--- src/rtl/uart_tx_frame.sv ---
// uart_tx_frame: UART transmitter with a word FIFO, fixed frame format and per-frame bit divisor.
module uart_tx_frame #(
  parameter int CLK_MHZ    = 50,
  parameter int BAUDRATE   = 9600,
  parameter int DATA_BITS  = 8,
  parameter int PARITY     = 0,
  parameter int STOP_BITS  = 1,
  parameter int FIFO_DEPTH = 4
) (
  input  logic                            clk,
  input  logic                            arstn,
  input  logic                            up_valid,
  output logic                            up_ready,
  input  logic [DATA_BITS-1:0]            up_data,
  input  logic [15:0]                     div_i,
  output logic                            tx,
  output logic                            busy,
  output logic [$clog2(FIFO_DEPTH):0]     fifo_count
);
  localparam int AW = $clog2(FIFO_DEPTH);
  localparam int CW = AW + 1;
  localparam logic [15:0] DEF_DIV = 16'(CLK_MHZ * 1000000 / BAUDRATE);
  typedef enum logic [2:0] {IDLE, START, DATA, PAR, STOP} state_t;
  state_t state;
  logic [DATA_BITS-1:0] mem [FIFO_DEPTH];
  logic [AW-1:0] rd, wr;
  logic [CW-1:0] count;
  logic [DATA_BITS-1:0] sh;
  logic [15:0] bit_div, cnt, div_sel;
  logic [3:0] nbit;
  logic par, tick, last, pop, push;
  assign tick = cnt == 16'd0;
  assign last = state == STOP && tick && nbit == 4'(STOP_BITS - 1);
  // Popping in the final stop cycle chains frames with no idle gap.
  assign pop = (state == IDLE || last) && count != '0;
  assign up_ready = count != CW'(FIFO_DEPTH);
  assign push = up_valid && up_ready;
  assign busy = state != IDLE || count != '0;
  assign fifo_count = count;
  assign div_sel = div_i == 16'd0 ? DEF_DIV : div_i;
  always_ff @(posedge clk)
    if (push) mem[wr] <= up_data;
  always_ff @(posedge clk) begin
    if (!arstn) begin
      rd <= '0;
      wr <= '0;
      count <= '0;
    end else begin
      if (push) wr <= wr + 1'b1;
      if (pop) rd <= rd + 1'b1;
      count <= count + CW'(push) - CW'(pop);
    end
  end
  always_ff @(posedge clk) begin
    if (!arstn) begin
      state <= IDLE;
      tx <= 1'b1;
      sh <= '0;
      bit_div <= 16'd0;
      cnt <= 16'd0;
      nbit <= 4'd0;
      par <= 1'b0;
    end else if (pop) begin
      state <= START;
      tx <= 1'b0;
      sh <= mem[rd];
      bit_div <= div_sel;
      cnt <= div_sel - 16'd1;
      nbit <= 4'd0;
      par <= 1'b0;
    end else if (state != IDLE && tick) begin
      cnt <= bit_div - 16'd1;
      case (state)
        START: begin
          state <= DATA;
          tx <= sh[0];
          nbit <= 4'd0;
        end
        DATA: begin
          par <= par ^ sh[0];
          sh <= sh >> 1;
          nbit <= nbit == 4'(DATA_BITS - 1) ? 4'd0 : nbit + 4'd1;
          if (nbit != 4'(DATA_BITS - 1)) tx <= sh[1];
          else if (PARITY != 0) begin
            state <= PAR;
            tx <= par ^ sh[0] ^ (PARITY == 1);
          end else begin
            state <= STOP;
            tx <= 1'b1;
          end
        end
        PAR: begin
          state <= STOP;
          tx <= 1'b1;
          nbit <= 4'd0;
        end
        STOP: begin
          state <= last ? IDLE : STOP;
          nbit <= nbit + 4'd1;
        end
        default: state <= IDLE;
      endcase
    end else if (state != IDLE) begin
      cnt <= cnt - 16'd1;
    end
  end
endmodule
--- config.mk ---
export PLATFORM = sky130hd
export DESIGN_NAME = uart_tx_frame
export DESIGN_NICKNAME = d
export VERILOG_FILES = /design/src/rtl/uart_tx_frame.sv
export SDC_FILE = /design/constraint.sdc
export NUM_CORES = 1
export LEC_CHECK = 0
export CORE_ASPECT_RATIO = 0.75
export CORE_MARGIN = 4
export CORE_UTILIZATION = 40
export DETAILED_ROUTE_END_ITERATION = 10
export SLEW_MARGIN = 25
export SYNTH_ARGS = -nofsm -noshare
export SYNTH_HDL_FRONTEND = slang
export SYNTH_SLANG_ARGS = --single-unit
--- constraint.sdc ---
create_clock -name clk -period 5.7 [get_ports clk]
set_clock_uncertainty 0.2 [all_clocks]
set_input_delay 1.14 -clock clk [delete_from_list [all_inputs] [get_ports clk]]
set_output_delay 1.14 -clock clk [all_outputs]
set_load 0.1 [all_outputs]
======== Word-level counts from Yosys, hierarchy flattened ========
Memories as Yosys holds them, arrays and structs flattened. A register that Yosys moved wholly into a read port is not among the register bits.
Cells that the tools add are included.
cells by class
  $add $sub $neg .......................... 8
  equal/unequal tests ..................... 9
  multiplexer cells ....................... 22
  bitwise gates (word level) .............. 1
  reduce and logical (&&, ||, !) cells .... 25
operators by type and width
  cell                                                    number
  2-to-1 mux 16 bit                                       4
  subtractor 16 x 1 -> 16 bit (second input constant)     3
  logical NOT 16 bit                                      2
  2-to-1 mux 8 bit                                        3
  one-hot mux 3 bit (4 select lines)                      1
  one-hot mux 4 bit (3 select lines)                      1
  nonzero test 3 bit                                      4
  AND reduction 2 bit                                     5
  2-to-1 mux 1 bit                                        7
  equality test 3 x 2 -> 1 bit (second input constant)    2
  2-to-1 mux 3 bit                                        2
  inequality test 3 bit (second input constant)           2
  logical AND 1 bit                                       5
  adder 2 x 1 -> 2 bit (second input constant)            2
  adder 4 x 1 -> 4 bit (second input constant)            1
  equality test 4 x 3 -> 1 bit (second input constant)    1
  logical NOT 4 bit                                       1
  2-to-1 mux 2 bit                                        2
  2-to-1 mux 4 bit                                        1
  inequality test 4 x 3 -> 1 bit (second input constant)  1
  nonzero test 2 bit                                      2
  nonzero test 4 bit                                      1
  OR reduction 2 bit                                      2
  adder 3 x 1 -> 3 bit                                    1
  8 further kinds                                         9
word-level totals
  bits in registers ....................... 55
  memory bits (writable) .................. 32
  input port bits ......................... 27
  output and inout bits ................... 6
  logic and storage cells ................. 76
  memories ................................ 1
memories
  memory  words  width  rd ports  clocked after Yosys merged registers in  write ports  RTL line  text
  mem     4      8      1         1                                        1            25        logic [DATA_BITS-1:0] mem [FIFO_DEPTH];

======== Depth between registers and ports, before layout ========
Gate-level depths: netlist of run 1.
  depth after elaboration ................. 7
  depth in mapped cells ................... 17
  mapped depth without buffers ............ 13

======== Least setup slack after synthesis of run 1 ========
Ideal clock, no wire load.
  kind .................................... reg-to-output
  start point ............................. reg count[1] (netlist: fifo_count[1])
  end point ............................... out busy
  arrival time ............................ 2.652 ns
  data required time ...................... 4.360 ns
  setup slack ............................. 1.708 ns
  cell stages (with the launch flop) ...... 6
  buffers on the path ..................... 2
  path through ............................ dfxtp_1 -> or3_1 -> nor2_1 -> inv_2 -> clkbuf_1 -> clkbuf_1
on the way
  word-level cells in the longest chain between the ends .. 2
RTL lines
  what                    RTL line  text
  from (decl)             27        logic [CW-1:0] count;
  from (signal assigned)  51        count <= count + CW'(push) - CW'(pop);
  nonzero test 3 bit      38        assign busy = state != IDLE || count != '0;
  logical OR 1 bit        38
  to (decl)               17        output logic busy,
No other way between the ends.

======== Worst setup path after layout of run 1 ========
  start point ............................. reg state[0]
  end point ............................... out busy
on the way
  word-level cells in the longest chain between the ends .. 2
RTL lines
  what                    RTL line  text
  from (decl)             24        state_t state;
  from (signal assigned)  98        state <= last ? IDLE : STOP;
  nonzero test 3 bit      38
  logical OR 1 bit        38
No other way between the ends.

==> out/results.txt, run 1 <==
status = finished, final reports clean
Initial Utilization = 41.0%
drc violations = 0
GPL Wtd Cong = 0.909
DRT iter0 DRCs = 324
Nets = 479
dominant cell type by area after synthesis = dfxtp_1
Worst path depth = 4
Hold Fails Final Rpt = 0
Hold Crit Class = reg2reg
first-pass GRT wire length = 16.2 mm
CTS tree = done
total CTS buffers = 9
IO Count = 33
Post-Synthesis Cells = 421
PortBufs = 32
P_sw = 1.18 mW
Clock Power Share = 21.2%
cell-internal power = 1.64 mW
type of destination of the critical path = output pin
sequential area share after synthesis = 49.6%
PD cells = 570 nW/um^2
reg-to-reg critical path startpoint = cnt[2]$_SDFFE_PN0P_
via/cell ratio = 5.66
final setup vio count = 0
antenna violations before repair = 0
most common cell in the netlist = dfxtp_1
worst skew pair latency = 0.34 ns
Worst Setup EP = busy
fraction of layout cells with a size suffix above 1 = 10.7%
overall power = 2.82 mW
Reg clk slew, reported paths = 0.07 ns
RSZ-0062 raised after global routing = no
Worst R2R Setup Slack = 1.90 ns
largest net degree at the start of global routing = 40
post-synth top area share = 26.9%
Avg Inst Size Synth = 10.1 um^2
routed len/inst = 17.2 um
Worst VDD drop = 0.349 mV
Pleak = 1.75 nW
CP top delay family = buffers and inverters
syn_nets = 458
Max Clk Rate = 228 MHz
GRT overflow = 0
Bufs and invs on worst path = 2
top cells by area, synth = dfxtp_1, edfxtp_1, mux4_2
placed cells = 567
Final ANT Viol Nets = 0
cts repair resizes = 0
CTS Hold Bufs = 0
worst endpoint required time = 4.36 ns
CP Data Arrival Time = 3.04 ns
Slew Limit Fails = 0
Critical Path Fanout Max = 30
slew margin rel. = 35.0%
Post-CTS Setup Bufs = 0
ant diodes = 0
TritonCTS Sinks = 89
register bit total from synthesis = 89
Post-Layout Cell Count = 583
Worst-Margin Slew = 0.971 ns
Global Route Usage Sum = 16.6%
Max-Cap Viols = 0
slowest CP cell = clkdlybuf4s50_1
DP HPWL = 7.11 mm
number of global-route vias before repair = 3112
number of iterations in the first detailed-routing pass = 5
Flop pwr share = 34.4%
top_reg_cell synth = dfxtp_1
synth warn = 0
Layout fillers = 949
die span in y = 97.1 um
setup TNS = 0 ns
Die ar. = 12300 um^2
die width = 127 um
switching share of total power = 41.7%
Commonest cells post-synth = dfxtp_1, nand2_1, edfxtp_1, nor2_1, a21oi_1
CP Class = reg2out
worst r2r path cells = 9
via count = 3298
Total Wirelength = 10.0 mm
Synth cell types = 56
R2R Path End = cnt[15]$_SDFFE_PN0P_
Rows = 32
depth of the CTS H-tree = 3
CP cell instances = or3_1, nor2_1, inv_2, clkdlybuf4s50_1
Async S/R FF share, synth = 0%
CP Launch Type = flop
period utilization = 76.9%
Critical path origin = state[0]$_SDFFE_PN0P_
count of flip-flops with a built-in enable after synthesis = 32
combinational power share = 44.4%
CTS max path bufs = 2
area grow syn2layout = 16.6%
core area = 10300 um^2
root buffer cell = clkbuf_16
mapped cell area = 4240 um^2
clock period minus final worst setup slack = 4.38 ns
crit-path max cell delay = 1.22 ns
## worst register-to-register path: cells and delay by family (launching register included)
kind            cells  cell delay (ns)
flops               1             0.34
xor+xnor            1             0.21
simple gates        3             1.37
buf+inv             1             0.51
compound gates      4             1.08
## cells by family (layout without fill, tap and decap cells)
family,Yosys count,count (layout),synth area share (%)
adders and majority gates,10,10,3.13
buffers and inverters,44,70,4.31
and+or+nand+nor,145,145,17.5
DFF,89,89,49.6
AOI/OAI and AO/OA,99,99,15.6
xor gates and xnor gates,17,17,3.51
muxes,17,17,6.41
## power groups by stage
stage | logic [mW] | registers [mW] | clock network (mW)
4_1_cts | 1.24 | 0.971 | 0.610
6_report | 1.25 | 0.970 | 0.598
2_1_floorplan | 0.948 | 0.991 | 0
3_5_place_dp | 1.23 | 0.982 | 0
3_3_place_gp | 1.21 | 0.980 | 0
5_1_grt | 1.37 | 0.992 | 0.635
## worst min-delay path by stage
stage / startpoint / to / slack, ns / cells after the start
2_1_floorplan: bit_div[8]$_SDFFE_PN0N_ / bit_div[8]$_SDFFE_PN0N_ / 0.23 / 2
6_report: bit_div[8]$_SDFFE_PN0N_ / bit_div[8]$_SDFFE_PN0N_ / 0.26 / 2
3_5_place_dp: bit_div[8]$_SDFFE_PN0N_ / bit_div[8]$_SDFFE_PN0N_ / 0.25 / 2
4_1_cts: bit_div[8]$_SDFFE_PN0N_ / bit_div[8]$_SDFFE_PN0N_ / 0.26 / 2
5_1_grt: bit_div[5]$_SDFFE_PN0N_ / bit_div[5]$_SDFFE_PN0N_ / 0.29 / 2
3_3_place_gp: bit_div[8]$_SDFFE_PN0N_ / bit_div[8]$_SDFFE_PN0N_ / 0.24 / 2
## registers in the layout, indices dropped and copies added (netlist names), named ones only
name and cells:
tx 1, cnt 16, wr 2, mem 32
fifo_count 3, nbit 4, state 3, rd 2
bit_div 16, sh 8
## through the flow
| stage | util (%) | hold WS [ns] | setup slack, ns | instance area, um^2 |
|---|---|---|---|---|
| floorplan | - | 0.232 | 1.71 | 4240 |
| detailed placement | 44.9 | 0.248 | 1.69 | 4640 |
| finish | 47.8 | 0.258 | 1.32 | 4940 |
| global route | 47.8 | 0.287 | 1.15 | 4940 |
| global placement | 44.9 | 0.243 | 1.79 | 4640 |
| CTS | 47.8 | 0.258 | 1.32 | 4930 |
## final cells by class
| cell class | instances | area [um^2] | area share [%] |
|---|---|---|---|
| Timing Repair Buffer | 35 | 343 | 6.94 |
| Inverter | 19 | 71.3 | 1.44 |
| Multi-Input combinational cell | 288 | 1960 | 39.6 |
| Sequential cell | 89 | 2100 | 42.6 |
| Clock inverter | 6 | 67.6 | 1.37 |
| Tap cell | 136 | 170 | 3.44 |
| Clock buffer | 10 | 229 | 4.64 |
## placed cells by master, fill, tap and decap left out, drive strengths merged, types with 9 or more instances in the layout
master         count
dfxtp             57
nand2             46
nor2              32
clkdlybuf4s50     32
edfxtp            32
a21oi             31
o21ai             24
inv               21
xnor2             15
nor4              11
nor3              10
clkbuf            10
ha                 9
## metal layers
layer | track usage [%] | share of wire, % | up-vias
li1 | - | - | 1593
met1 | 24.6 | 49 | 1567
met2 | 23.7 | 42 | 123
met3 | 4.51 | 7.2 | 15
met4 | 4.95 | 1.6 | 0
met5 | 0 | 0 | -
Power figures use the tool's default switching activity.
==> run 2: changes to the inputs <==
==> constraint.sdc (replaced) <==
create_clock -name clk -period 4 [get_ports clk]
set_clock_uncertainty 0.2 [all_clocks]
set_input_delay 0.8 -clock clk [delete_from_list [all_inputs] [get_ports clk]]
set_output_delay 0.8 -clock clk [all_outputs]
set_load 0.1 [all_outputs]
==> out/results.txt, run 2 (synthesis results as in run 1) <==
status = finished, final reports clean
DP HPWL = 7.14 mm (+0.35%)
Layout fillers = 957 (+0.84%)
P_sw = 1.71 mW (+45%)
Global Route Usage Sum = 17.0% (+0.32 points)
CTS tree = done
via count = 3309 (+0.33%)
antenna violations before repair = 0 (unchanged)
die width = 127 um (unchanged)
PD cells = 811 nW/um^2 (+42%)
Reg clk slew, reported paths = 0.07 ns (about the same)
CTS max path bufs = 2 (unchanged)
cts repair resizes = 0 (unchanged)
Final ANT Viol Nets = 0 (unchanged)
Post-CTS Setup Bufs = 0 (unchanged)
number of iterations in the first detailed-routing pass = 5 (unchanged)
type of destination of the critical path = flop
largest net degree at the start of global routing = 30 (-25%)
depth of the CTS H-tree = 3 (unchanged)
Worst-Margin Slew = 0.972 ns (+0.000942 ns)
IO Count = 33 (unchanged)
Max Clk Rate = 282 MHz
CTS Hold Bufs = 0 (unchanged)
Placed Area = 4710 um^2 (+1.5%)
Slew Limit Fails = 0 (unchanged)
RSZ-0062 raised after global routing = no
Clock Power Share = 19.8% (-1.4 points)
DRT iter0 DRCs = 498 (+54%)
final setup vio count = 0 (unchanged)
Hold Fails Final Rpt = 0 (unchanged)
setup TNS = 0 ns (unchanged)
root buffer cell = clkbuf_16
CP Data Arrival Time = 3.61 ns (+0.57 ns)
number of global-route vias before repair = 3025 (-2.8%)
Worst R2R Setup Slack = 0.46 ns (-1.44 ns)
Nets = 489 (+2.1%)
clock period minus final worst setup slack = 3.54 ns
drc violations = 0 (unchanged)
fin area = 4990 um^2 (+1.1%)
Hold Crit Class = reg2reg
most frequent cells in the layout = dfxtp_1, nand2_1, nor2_1, edfxtp_1
Pleak = 1.79 nW (+2.6%)
Max-Cap Viols = 0 (unchanged)
crit-path max cell delay = 0.62 ns (-0.60 ns)
via/cell ratio = 5.58 (-1.4%)
routed len/inst = 17.1 um (-0.27%)
Largest regs = mem: 32 flops, bit_div: 16 flops, cnt: 16 flops
Worst VDD drop = 0.590 mV (+69%)
max reg flops = 32 (unchanged)
Rows = 32 (unchanged)
core area = 10300 um^2 (unchanged)
Initial Utilization = 41.0% (unchanged)
fraction of layout cells with a size suffix above 1 = 13.1% (+2.4 points)
Critical Path Fanout Max = 20 (-33%)
worst skew pair latency = 0.34 ns (about the same)
slew margin rel. = 35.0% (-0.063 points)
area grow syn2layout = 17.9%
slowest CP cell = a21oi_4
ant diodes = 0 (unchanged)
total CTS buffers = 9 (unchanged)
TritonCTS Sinks = 89 (unchanged)
CP cell instances = or3_1, and4_1, a21oi_4, mux2i_1, nor4b_4, buf_4, nand4_2, xor2_1, o31ai_2
die span in y = 97.1 um (unchanged)
Total Wirelength = 10.2 mm (+1.4%)
combinational power share = 46.1% (+1.7 points)
Flop pwr share = 34.1% (-0.3 points)
CP Launch Type = flop
most common cell after layout, fill and taps aside = dfxtp_1
cell-internal power = 2.34 mW (+42%)
first-pass GRT wire length = 16.5 mm (+1.3%)
GRT overflow = 0 (unchanged)
overall power = 4.05 mW (+44%)
Die ar. = 12300 um^2 (unchanged)
period utilization = 88.6%
CP Class = reg2reg
PortBufs = 32 (unchanged)
switching share of total power = 42.2% (+0.52 points)
worst endpoint required time = 4.06 ns (-0.30 ns)
Biggest register = mem
GPL Wtd Cong = 0.872 (-4.0%)
[run 2: cell types whose count changed in the layout (fill, tap and decap cells not counted)]
cell / before / now
clkdlybuf4s50_1: 32 / 30
clkinv_4: 0 / 2
clkinvlp_4: 1 / 0
buf_4: 3 / 15
inv_6: 1 / 2
clkinv_2: 2 / 1
bufinv_16: 1 / 0
[run 2: stage by stage]
| stage | setup WS [ns] | hold WS, ns | std cells | util (%) |
|---|---|---|---|---|
| 4_1_cts | 0.452 | 0.256 | 593 | 48.3 |
| 2_1_floorplan | 0.124 | 0.232 | 421 | - |
| 6_report | 0.455 | 0.256 | 593 | 48.3 |
| 3_5_place_dp | 0.499 | 0.245 | 577 | 45.6 |
| 5_1_grt | 0.212 | 0.274 | 593 | 48.3 |
| 3_3_place_gp | 0.460 | 0.240 | 577 | 45.6 |
[run 2: power groups by stage]
stage | clock network [mW] | logic (mW) | registers [mW]
3_3_place_gp | 0 | 1.83 | 1.39
2_1_floorplan | 0 | 1.35 | 1.41
3_5_place_dp | 0 | 1.84 | 1.40
6_report | 0.802 | 1.87 | 1.38
4_1_cts | 0.820 | 1.85 | 1.38
5_1_grt | 0.854 | 2.04 | 1.41
[run 2: final cells by class]
type / instances / area [um^2] / area share [%]
multi-input cells: 288 / 1960 / 39.2
clock buffers: 10 / 229 / 4.59
clock inverters: 6 / 51.3 / 1.03
well taps: 136 / 170 / 3.41
repair buffers: 45 / 413 / 8.27
inverters: 19 / 71.3 / 1.43
flip-flops and latches: 89 / 2100 / 42.1
[run 2: path summary, 6_finish.rpt]
check | start | end | cells after the start
setup / recovery | fifo_count[0]$_SDFF_PN0_ | cnt[15]$_SDFFE_PN0P_ | 9
setup reg to reg | fifo_count[0]$_SDFF_PN0_ | cnt[15]$_SDFFE_PN0P_ | 9
hold / removal | bit_div[8]$_SDFFE_PN0N_ | bit_div[8]$_SDFFE_PN0N_ | 2
hold reg to reg | bit_div[8]$_SDFFE_PN0N_ | bit_div[8]$_SDFFE_PN0N_ | 2
[run 2: metal layers]
metal	GRT usage, %	part of all wire (%)	vias up
li1	-	-	1611
met1	27.4	51	1582
met2	21.3	40	104
met3	4.95	7.0	12
met4	5.03	1.2	0
met5	0	0	-
[run 2: critical path: cells and delay by family (launching register included)]
kind                   cells  cell delay [ns]
AO/OA/AOI/OAI              2             0.80
multiplexers               1             0.48
XOR/XNOR                   1             0.20
buffers and inverters      1             0.21
flip-flops                 1             0.35
AND/OR/NAND/NOR            4             1.22
==> run 3: changes to the inputs <==
--- a/config.mk
+++ b/config.mk
@@ -9,6 +9,7 @@
 export CORE_MARGIN = 4
 export CORE_UTILIZATION = 40
 export DETAILED_ROUTE_END_ITERATION = 10
+export SKIP_LAST_GASP = 1
 export SLEW_MARGIN = 25
 export SYNTH_ARGS = -nofsm -noshare
 export SYNTH_HDL_FRONTEND = slang
==> constraint.sdc (replaced) <==
create_clock -name clk -period 3.2 [get_ports clk]
set_clock_uncertainty 0.2 [all_clocks]
set_input_delay 0.64 -clock clk [delete_from_list [all_inputs] [get_ports clk]]
set_output_delay 0.64 -clock clk [all_outputs]
set_load 0.1 [all_outputs]
==> out/results.txt, run 3 (synthesis results as in run 1) <==
core area = 10300 um^2 (unchanged)
CTS Hold Bufs = 0 (unchanged)
R2R Path End = cnt[15]$_SDFFE_PN0P_
Worst VDD drop = 0.628 mV (+6.5%)
PortBufs = 32 (unchanged)
Worst R2R Setup Slack = 0.16 ns (-0.30 ns)
Place WS = -0.184 ns (-0.682 ns)
IO Count = 33 (unchanged)
number of iterations in the first detailed-routing pass = 5 (unchanged)
Layout fillers = 919 (-4.0%)
CP Data Arrival Time = 3.15 ns (-0.46 ns)
Hold Fails Final Rpt = 0 (unchanged)
Nets = 531 (+8.6%)
routed len/inst = 17.7 um (+3.2%)
ant diodes = 0 (unchanged)
Initial Utilization = 41.0% (unchanged)
die span in y = 97.1 um (unchanged)
antenna violations before repair = 0 (unchanged)
root buffer cell = clkbuf_16
Pleak = 2.03 nW (+13%)
Largest regs = mem: 32 flops, bit_div: 16 flops, cnt: 16 flops
CP cell instances = clkdlybuf4s50_1, nor4_1, and4_1, nor3_1, a211oi_1, a2111oi_4, nand4_2, xor2_1, o31ai_2
worst hold path cell count = 2 (unchanged)
number of global-route vias before repair = 3430 (+13%)
fraction of layout cells with a size suffix above 1 = 24.4% (+11 points)
Total Wirelength = 11.2 mm (+11%)
worst skew pair latency = 0.34 ns (about the same)
Max Clk Rate = 318 MHz
hold_sp = bit_div[15]$_SDFFE_PN0N_
total CTS buffers = 9 (unchanged)
worst r2r path cells = 12 (+3)
Placed Area = 5030 um^2 (+6.8%)
period utilization = 98.3%
DP HPWL = 7.90 mm (+11%)
Rows = 32 (unchanged)
PD cells = 1040 nW/um^2 (+28%)
Final ANT Viol Nets = 0 (unchanged)
depth of the CTS H-tree = 3 (unchanged)
setup ws final = 0.0555 ns (-0.400 ns)
most frequent cells in the layout = buf_4, dfxtp_1, nand2_1, nor2_1, edfxtp_1
worst endpoint required time = 3.20 ns (-0.86 ns)
Hold Crit Class = reg2reg
area grow syn2layout = 28.2%
CTS max path bufs = 2 (unchanged)
CP Class = in2reg
TritonCTS Sinks = 89 (unchanged)
DRT iter0 DRCs = 364 (-27%)
type of destination of the critical path = flop
largest net degree at the start of global routing = 30 (unchanged)
CTS tree = done
reg-to-reg critical path startpoint = nbit[0]$_SDFFE_PP0P_
setup TNS = 0 ns (unchanged)
GPL Wtd Cong = 0.989 (+13%)
die width = 127 um (unchanged)
Reg clk slew, reported paths = 0.06 ns (about the same)
Global Route Usage Sum = 18.3% (+1.3 points)
most common cell after layout, fill and taps aside = buf_4
Slew Limit Fails = 0 (unchanged)
via count = 3561 (+7.6%)
Hold Path Sink = bit_div[15]$_SDFFE_PN0N_
fin area = 5430 um^2 (+8.8%)
clock period minus final worst setup slack = 3.14 ns
CP Launch Type = input port
slowest CP cell = nor4_1
Max-Cap Viols = 0 (unchanged)
Die ar. = 12300 um^2 (unchanged)
Worst-Margin Slew = 0.701 ns (-0.271 ns)
max reg flops = 32 (unchanged)
drc violations = 0 (unchanged)
status = finished, final reports clean
Critical Path Fanout Max = 6 (-70%)
final setup vio count = 0 (unchanged)
first-pass GRT wire length = 18.0 mm (+9.4%)
Biggest register = mem
slew margin rel. = 53.2% (+18 points)
crit-path max cell delay = 0.61 ns (about the same)
GRT overflow = 0 (unchanged)
via/cell ratio = 5.61 (+0.50%)
## run 3: cell count changes in the layout (fill, tap and decap cells not counted), moves of 2 or more
cell	previous run	this run
buf_4	15	58
clkdlybuf4s50_1	30	26
nor4_1	11	7
nor4_2	0	4
dfxtp_1	57	54
dfxtp_4	0	3
ha_1	9	7
ha_4	0	2
## run 3: timing repair
action | CTS | global route
gates cloned | 0 | 1
gates resized for setup | 0 | 12
endpoints found under the setup margin | 8 | 11
hold endpoints to repair | 0 | 0
setup buffers | 5 | 0
pin swaps | 1 | 2
## run 3: routing by layer
metal	global-route usage, %	routed length (um)
met1	26.9	5220
met2	26.5	4860
met3	5.33	1040
met4	4.29	116
met5	0	0
## run 3: critical path: cells and delay by family
| family | cells | cell delay (ns) |
|---|---|---|
| buffers and inverters | 1 | 0.47 |
| AND/OR/NAND/NOR | 4 | 1.25 |
| XOR/XNOR | 1 | 0.19 |
| AO/OA/AOI/OAI | 3 | 0.59 |
## run 3: final cells by class
class                           instances  area [um^2]  share of cell area [%]
Timing Repair Buffer                   87          732                    13.5
Inverter                               19         71.3                    1.31
Clock inverter                          6         73.8                    1.36
Sequential cell                        89         2110                    38.9
Multi-Input combinational cell        288         2040                    37.6
Tap cell                              136          170                    3.13
Clock buffer                           10          229                    4.21
## run 3: worst max path at each step
stage,from,end,slack (ns)
2_1_floorplan,fifo_count[2]$_SDFF_PN0_,fifo_count[2]$_SDFF_PN0_,-0.08
3_3_place_gp,div_i[2],cnt[15]$_SDFFE_PN0P_,-0.21
3_5_place_dp,div_i[2],cnt[15]$_SDFFE_PN0P_,-0.18
4_1_cts,nbit[0]$_SDFFE_PP0P_,cnt[15]$_SDFFE_PN0P_,0.04
5_1_grt,nbit[0]$_SDFFE_PP0P_,cnt[14]$_SDFFE_PN0P_,-0.02
6_report,div_i[15],cnt[15]$_SDFFE_PN0P_,0.06
## run 3: through the flow
stage	utilization, %	total power, mW	std cells	hold WS [ns]
5_1_grt	52.6	5.98	635	0.286
2_1_floorplan	-	3.55	421	0.232
6_report	52.6	5.65	635	0.257
4_1_cts	52.0	5.54	634	0.258
3_5_place_dp	48.7	4.37	613	0.250
3_3_place_gp	48.7	4.32	613	0.241
## run 3: power by group
group          switching (mW)  total, mW  internal (mW)  leakage (nW)
registers               0.238       1.72           1.49         0.765
clock network           0.467       1.08          0.617         0.148
logic                    1.63       2.85           1.22          1.11
